`config.mk`:
```
export PLATFORM = sky130hd
export DESIGN_NAME = param_counter
export DESIGN_NICKNAME = d
export VERILOG_FILES = /design/src/rtl/counter_pkg.sv /design/src/rtl/counter_nxt.sv /design/src/rtl/param_counter.sv
export SDC_FILE = /design/constraint.sdc
export NUM_CORES = 1
export LEC_CHECK = 0
export CORE_UTILIZATION = 30
export DETAILED_ROUTE_END_ITERATION = 10
export PLACE_DENSITY = 0.57
export SKIP_CTS_REPAIR_TIMING = 1
export SYNTH_ARGS = -nofsm -noshare
export SYNTH_HDL_FRONTEND = slang
export SYNTH_HIERARCHICAL = 1
export SYNTH_SLANG_ARGS = --single-unit
```
`constraint.sdc`:
```
create_clock -name clk -period 9.2 [get_ports clk]
set_clock_uncertainty 0.05 [all_clocks]
set_input_delay 1.38 -clock clk [delete_from_list [all_inputs] [get_ports clk]]
set_output_delay 1.38 -clock clk [all_outputs]
set_load 0.05 [all_outputs]
```
`src/rtl/counter_pkg.sv`:
```
// counter_pkg: shared FSM state and direction encodings for param_counter.
package counter_pkg;
    typedef enum logic {RUN, DONE} state_e;
    localparam logic DIR_UP = 1'b1;
    localparam logic DIR_DN = 1'b0;
endpackage

```
`src/rtl/counter_nxt.sv`:
```
// counter_nxt: next count (with wrap) and terminal-event flag for one enabled step.
module counter_nxt
    import counter_pkg::*;
#(
    parameter int WIDTH = 32
) (
    input  logic [WIDTH-1:0] count_i,
    input  logic [WIDTH-1:0] limit_i,
    input  logic             up_i,
    output logic [WIDTH-1:0] nxt_o,
    output logic             term_o
);
    // Counting up from above limit is a terminal event, never a run through 2^WIDTH.
    assign term_o = (up_i == DIR_UP) ? (count_i >= limit_i) : (count_i == '0);
    assign nxt_o  = term_o ? ((up_i == DIR_UP) ? '0 : limit_i)
                           : ((up_i == DIR_UP) ? count_i + 1'b1 : count_i - 1'b1);
endmodule

```
`src/rtl/param_counter.sv`:
```
// param_counter: up/down modulo counter with load, one-shot stop and terminal-count pulse.
module param_counter
    import counter_pkg::*;
#(
    parameter int               WIDTH   = 32,
    parameter logic [WIDTH-1:0] RST_VAL = '0
) (
    input  logic             clk,
    input  logic             reset,
    input  logic             en,
    input  logic             up,
    input  logic             load,
    input  logic [WIDTH-1:0] load_val,
    input  logic [WIDTH-1:0] limit,
    input  logic             one_shot,
    output logic [WIDTH-1:0] count,
    output logic             tc,
    output logic             done
);
    state_e           state_q, state_d;
    logic [WIDTH-1:0] count_q, count_d, nxt;
    logic             tc_q, tc_d, term;

    counter_nxt #(.WIDTH(WIDTH)) u_nxt (
        .count_i(count_q),
        .limit_i(limit),
        .up_i   (up),
        .nxt_o  (nxt),
        .term_o (term)
    );

    always_comb begin
        state_d = state_q;
        count_d = count_q;
        tc_d    = 1'b0;
        if (load) begin
            count_d = load_val;
            state_d = RUN;
        end else if (en && state_q == RUN) begin
            tc_d    = term;
            count_d = (term && one_shot) ? count_q : nxt;
            state_d = (term && one_shot) ? DONE : RUN;
        end
    end

    always_ff @(posedge clk) begin
        if (reset) begin
            state_q <= RUN;
            count_q <= RST_VAL;
            tc_q    <= 1'b0;
        end else begin
            state_q <= state_d;
            count_q <= count_d;
            tc_q    <= tc_d;
        end
    end

    assign count = count_q;
    assign tc    = tc_q;
    assign done  = (state_q == DONE);
endmodule

```
# == Word-level counts from Yosys, hierarchy flattened ==
# Index checks and enable logic that the tools add are counted.
# classes
n_mux,8
eq_ne,1
n_bitwise,2
magnitude_cmp,1
addsub,2
n_reduce_logical,7
# op_table
cell,n
32-bit two-way mux,6
"32-bit by 1-bit adder with 32-bit output, second input constant",1
32-bit >= comparator,1
32-bit logical NOT,1
"32-bit by 1-bit subtractor with 32-bit output, second input constant",1
3-bit OR reduction,1
1-bit logical AND,2
1-bit two-way mux,2
"2-bit != test, second input constant",1
1-bit NOT,2
2-bit AND reduction,1
2-bit nonzero test,1
2-bit OR reduction,1
# totals
regBits,34
out_inout_bits,34
wordCells,24
inputBits,70

# == Longest topological paths before layout ==
# depth
depth_word,6
mapped_depth,15
ltp_nobuf,13

# == Hierarchy ==
# Netlist, hierarchy kept.
# modules_own_cells
mod,area_per_inst_um2,n_inst,seq_area_each_um2,cells_each
counter_nxt,2861.5,1,0.0,409
param_counter,1806.7,1,680.7,159

# == Worst setup path before layout ==
# OpenSTA, ideal clock, no wires.
# synth_timing
kind,in2reg
startpoint,input up
endpoint,register count_q[31] (netlist: count[31])
t_required_ns,9.004
path_slack_ns,4.994
setup_ns,0.146
n_path_buf,0
arrival_ns,4.010
cell_stages,13
path_cell_list,inv_1 -> ha_1 -> a21oi_1 -> o21ai_1 -> a221o_1 -> a31oi_1 -> nand2_2 -> a21oi_4 -> o21bai_1 -> xnor2_1 -> a221o_1 -> mux2i_1 -> a211oi_2
# synth_via
elab_chain_len,5
elab_cells_between_ends,10
classes_between,1 x eq/ne; 7 x mux; 2 x reduce/logical
# synth_lines
item,line,rtl
from (decl),param_counter.sv:11,"input logic up,"
32-bit two-way mux (tied with other cells),counter_nxt.sv:16,: ((up_i == DIR_UP) ? count_i + 1'b1 : count_i - 1'b1);
32-bit two-way mux *,counter_nxt.sv:15,assign nxt_o = term_o ? ((up_i == DIR_UP) ? '0 : limit_i)
via nxt[31],param_counter.sv:21,"logic [WIDTH-1:0] count_q, count_d, nxt;"
32-bit two-way mux *,param_counter.sv:41,count_d = (term && one_shot) ? count_q : nxt;
32-bit two-way mux *,param_counter.sv:39,end else if (en && state_q == RUN) begin
32-bit two-way mux *,param_counter.sv:36,if (load) begin
to (signal assigned),param_counter.sv:53,count_q <= count_d;
to (decl),param_counter.sv:21,
# Mark *: on every way through the listed nets, which the timed path passes. The rest lies on a longest branch. The select of a mux whose other input is x is not followed.
# A chain may end at the register's enable or synchronous reset.

# == Final worst setup path ==
# layout_timing
startpoint,input limit[21]
endpoint,register count_q[10] (netlist: count[10])
# layout_via
elab_chain_len,6
elab_cells_between_ends,9
classes_between,1 x order compare; 1 x eq/ne; 5 x mux; 2 x reduce/logical
# layout_lines
item,line,rtl
from (decl),param_counter.sv:14,"input logic [WIDTH-1:0] limit,"
32-bit >= comparator *,counter_nxt.sv:14,assign term_o = (up_i == DIR_UP) ? (count_i >= limit_i) : (count_i == '0);
1-bit two-way mux *,counter_nxt.sv:14,
via term,param_counter.sv:22,"logic tc_q, tc_d, term;"
32-bit two-way mux,counter_nxt.sv:15,
32-bit two-way mux,param_counter.sv:41,
32-bit two-way mux,param_counter.sv:39,
32-bit two-way mux,param_counter.sv:36,
# Marked as above.

==> results.md <==
- The category of the most critical setup path is primary input to flip-flop.
- Detailed placement finished with a half-perimeter wire length of about 12000 um.
- The floorplan step set the die height to around 130 um.
- The number of failing hold endpoints at the final stage is 0.
- Leaving out fill and tap cells, the most frequent cells in the layout are sky130_fd_sc_hd__clkdlybuf4s50_1, sky130_fd_sc_hd__ha_1, sky130_fd_sc_hd__nand2_1.
- In this run the critical register-to-register path is launched from count[0].
- The count of H-tree levels built during CTS is 2.
- The post-synthesis share of cell area spent on and, or, nand and nor gates is 12.3%.
- The predominant post-synthesis flop cell is sky130_fd_sc_hd__dfxtp_1.
- In this run the remaining antenna-violating nets after routing total 0.
- The biggest fanout along the worst timing path is 33.
- Measured against its own limit, the worst slew margin works out to 23.2%.
- Setup repair after global routing left no endpoint under its margin.
- The number of antenna violations at the first check in global routing is 0.
- Summing over every cut layer, the via total after detailed routing is 4683.
- Clock tree synthesis inserted a total of 5 buffers.
- The slowest stage cell on the critical path is sky130_fd_sc_hd__nand2_1.
- In this run the power density over the cells is 143 nW/um^2.
- The repair_antennas step left the layout with diodes totalling 0.
- The routability congestion estimate is 0.894.
- After synthesis, the cell types taking the most area are sky130_fd_sc_hd__ha_1, sky130_fd_sc_hd__dfxtp_1, sky130_fd_sc_hd__a211oi_2.
- For this configuration, the core starts out at a cell density of just over 30%.
- The via count of the first global-routing pass was 4606.
- TritonCTS built the clock tree.
- At the worst endpoint, the required time is just over 9 ns.
- The critical path arrival is 6.26 ns.
- The launch point of the worst hold path is done.
- Row generation in the floorplan step produced 45 rows.
- Among the stages of the critical path, the cell type that occurs most often is sky130_fd_sc_hd__nand2_1.
- The detailed-router iteration count before antenna repair is 5.
- The overall global routing resource usage is a little under a fifth.
- The commonest non-fill, non-tap cell in the layout is sky130_fd_sc_hd__clkdlybuf4s50_1.
- During placement, the flow inserted port buffers numbering 103.
- The synthesized netlist devotes 17.0% of its cell area to adder and majority cells.
- The mux contribution to synthesized area is 7.10%.
- The final global-route overflow total is 0.
- The maximum number of pins on one net before global-route repair is 68.
- The number of nets in the synthesized netlist is ~700.
- The capturing element type of the critical path is a flip-flop.
- After synthesis, the largest family of logic cells by area is compound AO/OA/AOI/OAI gates.
- The root buffer cell is sky130_fd_sc_hd__clkbuf_16.
- The critical path launch point type is a primary input.
- The tool flagged a number of max-cap violations equal to 0.
- Of all cell types, the one taking the most synthesized area is sky130_fd_sc_hd__ha_1.
- 104 I/O pins were placed.
- The post-detailed-routing wire length is 15200 um.
- The worst hold-check path type is flip-flop to flip-flop.
- The clock-pin slew on the worst setup and hold paths is 0.06 ns.
- The die is between 100 and 150 um wide.
- The path with the worst hold slack has its endpoint at tc.
- Walking the worst path, the cells encountered are clkdlybuf4s50_1, inv_1, ha_1, nand4_1, nor4_1, nand2_1, o2111ai_1, a41oi_1, nor3_2, o22ai_4, inv_2, nand2_1, a21o_1, buf_4, a211oi_2.
- The total core area is between 15000 and 20000 sq um.
- For this design the static power due to leakage is 0.00254 uW.
- The portion of the clock cycle consumed by the worst path in the final layout is 66.5%.
- The cell count of the worst reg-to-reg path is 14.
- Derived from the worst setup path, the maximum achievable clock frequency is 0.163 GHz.
- The filler cells instantiated in the layout total 1549.
- The proportion of layout cells with a drive suffix above 1 is between 10% and 20%.
- In this run the cell area of the synthesized design comes to ~4700 sq um.
- The synthesized netlist devotes a little over a third of its cell area to compound gates.
- The critical path starts at limit[21].
- Across the VDD grid, the largest voltage drop is 0.0705 mV.
- The DRC violation total after the first TritonRoute iteration is 300.
- The measured slew at the worst slew-check pin is 1.15 ns.
- The first global-routing pass estimated 23800 um of wire.
- The flow ran to the end, and the final reports show no timing, DRC or antenna violations.
- The final routed wire length divided by cell count is 18.1 um.
- The area growth from synthesis to final layout is 27.2%.
- The kind of cell adding the most delay to the critical path is simple AND/OR/NAND/NOR gates.
- The insertion delay to the later sink of the worst-skew pair is 0.28 ns.
- The top-area cell type share of the netlist area is 16.6%.
- Synthesis inferred 34 register bits.
- The die covers about 16000 sq um.
- Counting tap cells, the placed design contains a total of roughly 830 instances.
- The endpoint of the lowest-slack register-to-register path is count[10].
- The number of cells produced by synthesis is roughly 570.
- The total of endpoints with negative setup slack in the final report is 0.
- The max-slew violation count is 0.
- The number of library cell types mapped by synthesis is 58.
- The number of stages on the worst hold path is 1.
- After routing, the total negative slack on setup checks comes to 0 ns.
- The share of synthesized flip-flops with an asynchronous set or reset is 0%.
- Setup slack on the worst reg-to-reg path comes out at 4.06 ns.
- For this design, the sink count on the clock tree is 34.
- The count of non-filler cells in the finished layout is roughly 840.
- In the routed design, unresolved DRC markers number 0.
- The final net count is around 800.
- The per-instance average area after synthesis is 8.22 sq um.
- Using the TritonRoute via totals, the vias-per-cell ratio works out to 5.56.
- The count of yosys warnings during synthesis is 6.
- Sequential cells were found to cover around 15% of the synthesized design area.
- Yosys mapped a number of flops with a built-in enable equal to 0.
- The clock passes through at most 2 buffers.
- The synthesized netlist devotes between 5 and 6% of its cell area to XOR and XNOR gates.
- The shortest period the worst path allows is about 6.1 ns.
- Together, buffers and inverters on the worst path number 4.
- The peak per-stage delay on the critical path is 0.79 ns.
worst max path at each step:
stage	end	slack [ns]	cells after the start
floorplan	count[31]	4.99	13
finish	count[10]	3.08	15
CTS	count[10]	3.02	14
global placement	count[13]	2.94	14
global route	count[4]	2.71	14
detailed placement	count[10]	2.72	14
Yosys cell counts (all sizes together) (11+ instances only):
cell type and instances:
nand2 51, dfxtp 34, nor4 11, inv 46, a21oi 40, ha 62
a211oi 70, buf 20, nor2 14, xor2 11, a21o 24, o21ai 44
mux2i 32, xnor2 17
state kept, by name, indices dropped and copies added, names as in the netlist:
signal,count
done,1
count,32
tc,1
final cells by class:
| type | count | area (sq um) | share of cell area [%] |
|---|---|---|---|
| clock buffer | 6 | 139 | 2.34 |
| clock inverter | 2 | 12.5 | 0.211 |
| inverter | 46 | 173 | 2.91 |
| multi-input combinational | 458 | 3640 | 61.3 |
| sequential | 34 | 681 | 11.5 |
| tap | 188 | 235 | 3.96 |
| timing repair buffer | 108 | 1060 | 17.8 |
worst register-to-register path, cell delays in order (launching register included):
cell and delay, ns:
sky130_fd_sc_hd__dfxtp_1 0.51, sky130_fd_sc_hd__inv_1 0.09, sky130_fd_sc_hd__ha_1 0.29, sky130_fd_sc_hd__nand2b_1 0.14
sky130_fd_sc_hd__a21o_1 0.17, sky130_fd_sc_hd__a21oi_1 0.18, sky130_fd_sc_hd__o311ai_1 0.18, sky130_fd_sc_hd__a41oi_1 0.32
sky130_fd_sc_hd__nor3_2 0.11, sky130_fd_sc_hd__o22ai_4 0.33, sky130_fd_sc_hd__inv_2 0.31, sky130_fd_sc_hd__nand2_1 0.94
sky130_fd_sc_hd__a21o_1 0.85, sky130_fd_sc_hd__buf_4 0.41, sky130_fd_sc_hd__a211oi_2 0.11
cells by family (layout without fill, tap and decap cells):
family | Yosys count | after routing
mux | 33 | 33
simple gates | 118 | 118
flops | 34 | 34
buf+inv | 76 | 162
compound gates | 216 | 216
xor+xnor | 28 | 28
fa+ha+maj | 63 | 63
through the flow:
step / setup slack, ns / hold WS, ns / instance area [sq um] / utilization, % / power, uW
5_1_grt: 2.71 / 0.450 / 5940 / 39.1 / 899
3_5_place_dp: 2.72 / 0.440 / 5790 / 38.1 / 677
6_report: 3.08 / 0.440 / 5940 / 39.1 / 848
3_3_place_gp: 2.94 / 0.439 / 5790 / 38.1 / 672
4_1_cts: 3.02 / 0.445 / 5940 / 39.1 / 848
2_1_floorplan: 4.99 / 0.729 / 4670 / - / 538
power by group:
part	internal (uW)	total, uW	switching (uW)
Sequential	165	199	34.0
Combinational	203	479	276
Clock	107	171	63.5
Total	475	848	373
routing by layer:
layer	GRT usage (%)	wire length (um)	up-vias	part of all wire (%)
li1	-	-	2314	-
met1	24.5	7090	2194	47
met2	31.8	7080	153	46
met3	3.21	765	22	5.0
met4	4.90	296	0	1.9
met5	0	0	-	0
No activity file was read; power rests on OpenSTA's default activity.
